**src/rtl/uart_pkg.sv**
```systemverilog
// Shared UART constants: baud divisors for a 12 MHz system clock and a small
// elaboration-time helper used to size counters.
package uart_pkg;

    localparam int unsigned B115200 = 32'd104;
    localparam int unsigned B57600  = 32'd208;
    localparam int unsigned B38400  = 32'd313;
    localparam int unsigned B19200  = 32'd625;
    localparam int unsigned B9600   = 32'd1250;
    localparam int unsigned B4800   = 32'd2500;
    localparam int unsigned B2400   = 32'd5000;
    localparam int unsigned B1200   = 32'd10000;
    localparam int unsigned B300    = 32'd40000;

    function automatic int unsigned max_u(input int unsigned a, input int unsigned b);
        return (a > b) ? a : b;
    endfunction

endpackage

```
**src/rtl/baud_div_if.sv**
```systemverilog
// Run-enable / tick pair between the UART frame controller and the baud divider.
interface baud_div_if;
    logic clk_en;
    logic pulse_out;

    modport master (output clk_en, input pulse_out);
    modport slave  (input clk_en, output pulse_out);
endinterface

```
**src/rtl/baud_div.sv**
```systemverilog
// Programmable clock-enable divider: one-cycle tick every DIVISOR enabled cycles,
// with a separately configurable delay to the first tick after enable.
module baud_div
    import uart_pkg::*;
#(
    parameter int unsigned DIVISOR     = B115200,
    parameter int unsigned FIRST_DELAY = B115200
) (
    input  logic        clk_in,
    input  logic        rstn,
    baud_div_if.slave   bus
);

    localparam int unsigned CNT_W = $clog2(max_u(DIVISOR, FIRST_DELAY));

    if (DIVISOR < 32'd2) begin : g_bad_divisor
        $error("baud_div: DIVISOR must be >= 2");
    end
    if (FIRST_DELAY < 32'd1) begin : g_bad_first_delay
        $error("baud_div: FIRST_DELAY must be >= 1");
    end

    localparam logic [CNT_W-1:0] DIV_LAST   = CNT_W'(DIVISOR - 32'd1);
    localparam logic [CNT_W-1:0] FIRST_LAST = CNT_W'(FIRST_DELAY - 32'd1);

    logic [CNT_W-1:0] cnt_r;
    logic             first_r;
    logic             pulse_r;
    logic             at_limit_s;

    // Terminal-count detect; the first period after enable uses its own limit.
    always_comb begin
        at_limit_s = 1'b0;
        if (first_r) begin
            at_limit_s = (cnt_r == FIRST_LAST);
        end else begin
            at_limit_s = (cnt_r == DIV_LAST);
        end
    end

    // Period counter, first-period flag and registered tick; disable clears all phase.
    always_ff @(posedge clk_in or negedge rstn) begin
        if (!rstn) begin
            cnt_r   <= '0;
            first_r <= 1'b1;
            pulse_r <= 1'b0;
        end else if (!bus.clk_en) begin
            cnt_r   <= '0;
            first_r <= 1'b1;
            pulse_r <= 1'b0;
        end else if (at_limit_s) begin
            cnt_r   <= '0;
            first_r <= 1'b0;
            pulse_r <= 1'b1;
        end else begin
            cnt_r   <= cnt_r + CNT_W'(1);
            first_r <= first_r;
            pulse_r <= 1'b0;
        end
    end

    assign bus.pulse_out = pulse_r;

endmodule

```
**src/flat_wrapper.sv**
```systemverilog
// flat-port wrapper written by rule: the top's interface ports become plain ports
module baud_div_flat import uart_pkg::*;
#(
    parameter int unsigned DIVISOR     = B115200,
    parameter int unsigned FIRST_DELAY = B115200
)
  (clk_in, rstn, bus_clk_en, bus_pulse_out);
  baud_div_if bus_i ();
  input  logic clk_in;
  input  logic rstn;
  input wire logic [$bits(bus_i.clk_en)-1:0] bus_clk_en;
  output wire logic [$bits(bus_i.pulse_out)-1:0] bus_pulse_out;
  assign bus_i.clk_en = bus_clk_en;
  assign bus_pulse_out = bus_i.pulse_out;
  baud_div #(.DIVISOR(DIVISOR), .FIRST_DELAY(FIRST_DELAY)) u_core (.clk_in(clk_in), .rstn(rstn), .bus(bus_i));
endmodule
```
**config.mk**
```make
export PLATFORM = sky130hd
export DESIGN_NAME = baud_div_flat
export DESIGN_NICKNAME = d
export VERILOG_FILES = /design/src/rtl/uart_pkg.sv /design/src/rtl/baud_div_if.sv /design/src/rtl/baud_div.sv /design/src/flat_wrapper.sv
export SDC_FILE = /design/constraint.sdc
export NUM_CORES = 1
export LEC_CHECK = 0
export CAP_MARGIN = 20
export CORE_AREA = 2 2 39 41
export DETAILED_ROUTE_END_ITERATION = 16
export DIE_AREA = 0 0 41 43
export PLACE_DENSITY = 0.45
export RECOVER_POWER = 25
export SLEW_MARGIN = 10
export SYNTH_ARGS = -nofsm -noshare
export SYNTH_HDL_FRONTEND = slang
export SYNTH_SLANG_ARGS = --single-unit
export TNS_END_PERCENT = 20
```
**constraint.sdc**
```tcl
create_clock -name clk_in -period 3.1 [get_ports clk_in]
set_clock_uncertainty 0.1 [all_clocks]
set_input_delay 0.465 -clock clk_in [delete_from_list [all_inputs] [get_ports clk_in]]
set_output_delay 0.465 -clock clk_in [all_outputs]
set_load 0.02 [all_outputs]
```
After elaboration in Yosys (flattened, before gate mapping)
Cells that the tools add are included.
{"block": "op_classes", "addsub": 1, "mul": 0, "div_mod_pow": 0, "n_lt_le_gt_ge": 0, "eq_ne": 1, "n_shift": 0, "muxes": 4, "bitwise_logic": 0, "reduce_logical": 0}
{"op": "$mux 7", "count": 2}
{"op": "$add 7x1->7 const B", "count": 1}
{"op": "$eq 7x7->1 const B", "count": 1}
{"op": "$mux 1", "count": 2}
{"block": "word_totals", "regBits": 8, "latchBits": 0, "ramBits": 0, "mem_bits_ro": 0, "inputBits": 3, "out_inout_bits": 1, "elab_cells": 8, "memories": 0}

Depth between registers and ports, before layout
Gate-level depths: netlist of run 1.
{"block": "depth", "ltp_word": 3, "ltp_mapped": 4, "mapped_depth_nobuf": 4}

Worst setup path before layout of run 1
No wires, ideal clock.
{"block": "synth_timing", "kind": "register to register", "from": "register u_core.cnt_r[0]", "to": "register u_core.cnt_r[6]", "setup_ns": 0.124, "t_arrival_ns": 1.114, "t_required_ns": 2.876, "setup_slack_ns": 1.763, "stages_incl_launch_ff": 5, "path_buffers": 0, "period_less_slack_ns": 1.337, "cell_sequence": "dfrtp_1 > ha_1 > nand3_2 > and2_0 > o31a_1"}
{"block": "synth_via", "elab_chain_len": 3, "elab_cells_between_ends": 4, "classes_between": "add/sub: 1; eq/ne: 1; mux: 2"}
{"element": "from (decl)", "line_no": "baud_div.sv:26", "rtl": "logic [CNT_W-1:0] cnt_r;"}
{"element": "from (signal assigned)", "line_no": "baud_div.sv:56", "rtl": "cnt_r <= cnt_r + CNT_W'(1);"}
{"element": "$add 7x1->7 or $eq 7x7->1 (tied branches)", "line_no": "baud_div.sv:56, baud_div.sv:35, baud_div.sv:37"}
{"element": "$mux 7 *", "line_no": "baud_div.sv:51", "rtl": "end else if (at_limit_s) begin"}
{"element": "$mux 7 *", "line_no": "baud_div.sv:47", "rtl": "end else if (!bus.clk_en) begin"}
Every way passes the cells marked *; elsewhere a longest branch is shown, timed or not.

Worst setup path in the final report of run 1
{"block": "layout_timing", "from": "register u_core.pulse_r (netlist: u_core.bus.pulse_out)", "to": "output port bus_pulse_out"}
{"element": "from (decl)", "line_no": "baud_div.sv:28", "rtl": "logic pulse_r;"}
{"element": "from (signal assigned)", "line_no": "baud_div.sv:46", "rtl": "pulse_r <= 1'b0;"}
{"element": "from (signal assigned)", "line_no": "baud_div.sv:50", "rtl": "pulse_r <= 1'b0;"}
{"element": "from (signal assigned)", "line_no": "baud_div.sv:54", "rtl": "pulse_r <= 1'b1;"}
{"element": "to (decl)", "line_no": "flat_wrapper.sv:12", "rtl": "output wire logic [$bits(bus_i.pulse_out)-1:0] bus_pulse_out;"}
No word-level cell between the ends.

==> results of run 1 <==
[flip-flops by register name, summed over array words and instances (netlist names)]
register              cells
u_core.bus.pulse_out      1
u_core.cnt_r              7
[stage by stage]
stage	setup WS, ns	power [mW]	utilization	cells
global route	1.32	0.214	0.326	57
global placement	1.62	0.125	0.310	54
detailed placement	1.50	0.126	0.310	54
CTS	1.36	0.204	0.326	57
finish	1.38	0.199	0.326	57
floorplan	1.76	0.119	-	35
[cells in the mapped netlist (all sizes together), types with 2 or more instances]
cell type	count	area share
inv	3	0.030
xnor2	2	0.046
o21ai	2	0.026
dfrtp	8	0.53
nand3	3	0.066
nor2	5	0.050
[cell type report]
type | count | area [sq um] | share of cell area
multi-input cells | 24 | 168 | 0.371
inverters | 3 | 11.3 | 0.0249
clock buffers | 3 | 22.5 | 0.0499
repair buffers | 3 | 30.0 | 0.0665
well taps | 16 | 20.0 | 0.0443
flip-flops and latches | 8 | 200 | 0.443
[worst reg2reg max path: stages (launching register included)]
cell	delay, ns
dfrtp_1	0.37
ha_1	0.23
nand3_2	0.14
o31ai_2	0.40
nor2_1	0.09
[worst max-delay path by stage]
stage	from	to
3_5_place_dp	bus_clk_en	u_core.bus.pulse_out
5_1_grt	u_core.bus.pulse_out	bus_pulse_out
4_1_cts	u_core.bus.pulse_out	bus_pulse_out
2_1_floorplan	u_core.cnt_r[0]	u_core.cnt_r[6]
6_report	u_core.bus.pulse_out	bus_pulse_out
3_3_place_gp	bus_clk_en	u_core.bus.pulse_out
[metal layers]
layer  vias up  GRT usage
met3         0     0.0628
met5         -          0
met4         0     0.0400
met2         5      0.138
li1        132          -
met1       123      0.130
[report_power, final]
part / switching (mW) / leakage (nW) / total (mW) / internal, mW
clock: 0.0320 / 0.0138 / 0.0761 / 0.0441
combinational: 0.00685 / 0.0606 / 0.0124 / 0.00558
sequential: 0.00311 / 0.109 / 0.111 / 0.108
[cell families (layout without fill, tap and decap cells)]
group / Yosys count / after routing / share of synthesized area
compound gates: 5 / 5 / 0.106
xor+xnor: 3 / 3 / 0.0693
fa+ha+maj: 1 / 1 / 0.0330
buf+inv: 3 / 9 / 0.0297
flops: 8 / 8 / 0.528
simple gates: 15 / 15 / 0.234
[layout by cell type, fill, tap and decap left out, types with 2 or more instances in the layout]
cell type        count
clkbuf_4             3
dfrtp_1              8
nor2_1               5
xnor2_1              2
inv_1                3
clkdlybuf4s50_1      2
nand3_2              2
o21ai_0              2
==> flow_summary.yaml, run 1 <==
route:
  post-route-drc-count: 0
  detail_route.vias_per_cell: 4.56
  topRoutingLayerUsed: "met3"
  met2RoutedLength_microns: 300
  wl_met3_microns: 25
  ant_nets: 0
  m1WireLength_microns: 307
  wl_microns: 633
  drt-initial-drc-count: 4
  vias: 260
  wire_per_inst_microns: 11.1
  drtPass1Iterations: 4
setup_path:
  reg2reg_slack_ns: 1.64
  critPathKind: "flop to output pin"
  critPathCaptureType: "output pin"
  worst-r2r-cell-count: 4
  arrival_ns: 1.15
  start_kind: "flop"
  reg2reg_from: "u_core.cnt_r[0]"
  cp_max_fo: 1
  path_buf_inv: 1
  crit_path_top_delay_cell: "clkdlybuf4s50_1"
  path_depth: 1
  crit_required_ns: 2.53
  crit_family: "buffers and inverters"
  path_cells: "clkdlybuf4s50_1"
  reg2reg_to: "u_core.cnt_r[3]"
  critPathMaxStageDelay_ns: 0.59
finish:
  drive_gt1_frac: 0.171
  n_antenna_cell: 0
  design_area_sq_um: 452
  syn_to_final_growth_pct: 19.1
  nFillCells: 148
  final_nets: 47
global_route:
  antenna_found_initial: 0
  grt_pass1_wl_microns: 1150
  grt_start_max_net_pins: 9
  grt_pass1_vias: 273
  grt_use_total: 0.103
  grt-ovfl-total: 0
yosys:
  ys_warn_count: 0
  synthFlopType: "dfrtp_1"
  ys_ff_latch: 8
  syn_inst: 35
  ys_seq_area_frac: 0.528
  async_flop_share: 1.00
  synth-edff-count: 0
  syn_area_sq_um: 379
  ys_types: 19
  syn_avg_cell_area_sq_um: 10.8
  syn_nets: 39
clock_tree:
  clockRootBuffer: "clkbuf_4"
  clk_pin_slew_ns: 0.05
  numCtsBuffers: 3
  post_cts_resized: 0
  cts_tree: "done"
  clockBufferDepth: 2
  insertion_delay_ns: 0.25
  hold_buffers: 0
  post-cts-setup-buffer-count: 0
  htreeDepth: 1
  cts_sinks: 8
floorplan:
  die_w_microns: 41
  row_count: 14
  die_area_sq_um: 1760
  die_h_microns: 43
  ioPinCount: 4
  initial_utilization: 0.274
  core_area_sq_um: 1380
sta:
  tightest_slew_ns: 0.387
  fin_crit_ns: 1.72
  finalCritPeriodShare: 0.554
  finalSetupViolCount: 0
  rsz0062_at_grt: "false"
  final-max-slew-violation-count: 0
  hold_viol_final: 0
  holdWs_ns: 0.373
  relSlewSlack: 0.740
  max_freq_ghz: 0.582
  setup_tns_ns: 0
pwr:
  peakVddDrop_v: 0.000124
  power.leakage_nw: 0.184
  power.density_nw_per_um2: 441
place:
  portBuffers: 3
  placed_area_sq_um: 429
  finalWeightedCongestion: 0.675
min_path:
  min_to: "u_core.cnt_r[0]"
  whs_path_depth: 1
  min_from: "u_core.cnt_r[0]"
  hp-class: "flop to flop"
status:
  status: "finished, final reports clean"
flow_run:
  maxCapViolCount: 0
Note: power is estimated with default switching activity, not from simulation.
==> inputs of run 2 (changes only) <==
--- a/config.mk
+++ b/config.mk
@@ -9,7 +9,7 @@
 export CORE_AREA = 2 2 39 41
 export DETAILED_ROUTE_END_ITERATION = 16
 export DIE_AREA = 0 0 41 43
-export PLACE_DENSITY = 0.45
+export PLACE_DENSITY = 0.46
 export RECOVER_POWER = 25
 export SLEW_MARGIN = 10
 export SYNTH_ARGS = -nofsm -noshare
==> constraint.sdc (replaced) <==
create_clock -name clk_in -period 1.5 [get_ports clk_in]
set_clock_uncertainty 0.1 [all_clocks]
set_input_delay 0.225 -clock clk_in [delete_from_list [all_inputs] [get_ports clk_in]]
set_output_delay 0.225 -clock clk_in [all_outputs]
set_load 0.02 [all_outputs]
==> flow_summary.yaml, run 2 (synthesis results as in run 1) <==
status:
  status: "finished, final reports clean"
route:
  ant_nets: 0
  wl_microns: 663
  drtPass1Iterations: 2
  detail_route.vias_per_cell: 4.84
  wire_per_inst_microns: 11.6
  post-route-drc-count: 0
  vias: 276
  drt-initial-drc-count: 2
clock_tree:
  post-cts-setup-buffer-count: 0
  cts_sinks: 8
  cts_tree: "done"
  clockRootBuffer: "clkbuf_4"
  insertion_delay_ns: 0.26
  numCtsBuffers: 3
  hold_buffers: 0
  clk_pin_slew_ns: 0.06
  htreeDepth: 1
  clockBufferDepth: 2
global_route:
  grt-ovfl-total: 0
  antenna_found_initial: 0
  grt_pass1_wl_microns: 1240
  grt_use_total: 0.115
  grt_pass1_vias: 292
  grt_start_max_net_pins: 9
finish:
  design_area_sq_um: 459
  top_register: "u_core.cnt_r"
  syn_to_final_growth_pct: 21.1
  final_nets: 47
  finalNonFillerCells: 57
  final_common_cell: "dfrtp_1"
  multi_input_area_sq_um: 176
  final_cell_mix: "dfrtp_1, nor2_1, inv_1, clkbuf_4"
  largest_reg_flops: 7
  layout.area.seq_sq_um: 200
  drive_gt1_frac: 0.171
  nFillCells: 151
  n_antenna_cell: 0
setup_path:
  arrival_ns: 1.47
  critPathCaptureType: "flop"
  critPathKind: "flop to flop"
  start_kind: "flop"
  cp_max_fo: 4
  crit_required_ns: 1.55
  worst-r2r-cell-count: 4
floorplan:
  die_h_microns: 43
  initial_utilization: 0.274
  ioPinCount: 4
  die_w_microns: 41
  die_area_sq_um: 1760
  row_count: 14
  core_area_sq_um: 1380
place:
  dp_cells: 54
  portBuffers: 3
  finalWeightedCongestion: 0.729
  placed_area_sq_um: 429
pwr:
  pwr-share-seq: 0.543
  switchingPower_mw: 0.0961
  power_frac_comb: 0.063
  power.leakage_nw: 0.189
  internal_power_mw: 0.327
  peakVddDrop_v: 0.000351
  clkPwrFrac: 0.394
  p_sw_frac: 0.227
  power.density_nw_per_um2: 920
min_path:
  hp-class: "input pin to asynchronous set/reset pin"
sta:
  finalSetupViolCount: 0
  rsz0062_at_grt: "true"
  finalCritPeriodShare: 0.950
  final-max-slew-violation-count: 0
  relSlewSlack: 0.756
  tightest_slew_ns: 0.365
  hold_viol_final: 0
  max_freq_ghz: 0.702
  fin_crit_ns: 1.42
flow_run:
  maxCapViolCount: 0
-- run 2: cell count changes in the layout (fill, tap and decap cells not counted) --
cell,change
o31ai_2,-1
clkdlybuf4s50_1,-1
o31ai_4,+1
dlygate4sd2_1,+1
-- run 2: critical path, stage by stage (launching register included) --
cell     delay [ns]
dfrtp_1        0.37
ha_1           0.23
nand3_2        0.14
and2_0         0.19
o31a_1         0.29
-- run 2: area by class of cell --
cell class	instances	area share
clock buffers	3	0.0490
inverters	3	0.0245
multi-input cells	24	0.384
flip-flops and latches	8	0.436
well taps	16	0.0436
repair buffers	3	0.0627
-- run 2: path summary, 6_finish.rpt --
| kind | start | end | slack (ns) |
|---|---|---|---|
| setup / recovery | u_core.cnt_r[0] | u_core.cnt_r[6] | 0.08 |
| hold / removal | rstn | u_core.cnt_r[2] | 0.21 |
| setup reg to reg | u_core.cnt_r[0] | u_core.cnt_r[6] | 0.08 |
| hold reg to reg | u_core.cnt_r[0] | u_core.cnt_r[0] | 0.37 |
| max in group asynchronous | rstn | u_core.cnt_r[0] | 0.82 |
| min in group clk_in | u_core.cnt_r[0] | u_core.cnt_r[0] | 0.37 |
-- run 2: layer usage --
| metal | GRT usage | up-vias | part of all wire |
|---|---|---|---|
| li1 | - | 135 | - |
| met4 | 0.0800 | 0 | 0.021 |
| met5 | 0 | - | 0 |
| met1 | 0.103 | 132 | 0.35 |
| met3 | 0.0785 | 2 | 0.075 |
| met2 | 0.172 | 7 | 0.55 |
-- run 2: per-stage QoR --
| step | total power, mW | util | worst slack, ns | setup TNS [ns] | hold slack [ns] |
|---|---|---|---|---|---|
| 5_1_grt | 0.451 | 0.332 | -0.0302 | -0.0302 | 0.242 |
| 3_3_place_gp | 0.259 | 0.310 | 0.0673 | 0 | 0.363 |
| 2_1_floorplan | 0.246 | - | 0.163 | 0 | -0.171 |
| 4_1_cts | 0.433 | 0.325 | 0.0366 | 0 | 0.146 |
| 6_report | 0.423 | 0.332 | 0.0751 | 0 | 0.208 |
| 3_5_place_dp | 0.260 | 0.310 | 0.0375 | 0 | 0.370 |
-- run 2: power groups by stage --
stage	logic, mW	clock network [mW]	registers [mW]
floorplan	0.0145	0	0.232
global placement	0.0264	0	0.233
detailed placement	0.0274	0	0.233
CTS	0.0274	0.176	0.229
global route	0.0312	0.190	0.230
finish	0.0268	0.167	0.229
-- run 2: repair_timing --
action | CTS | global route
endpoints found under the setup margin | 1 | 5
hold endpoints to repair | 0 | 0
gates resized for setup | 1 | 1
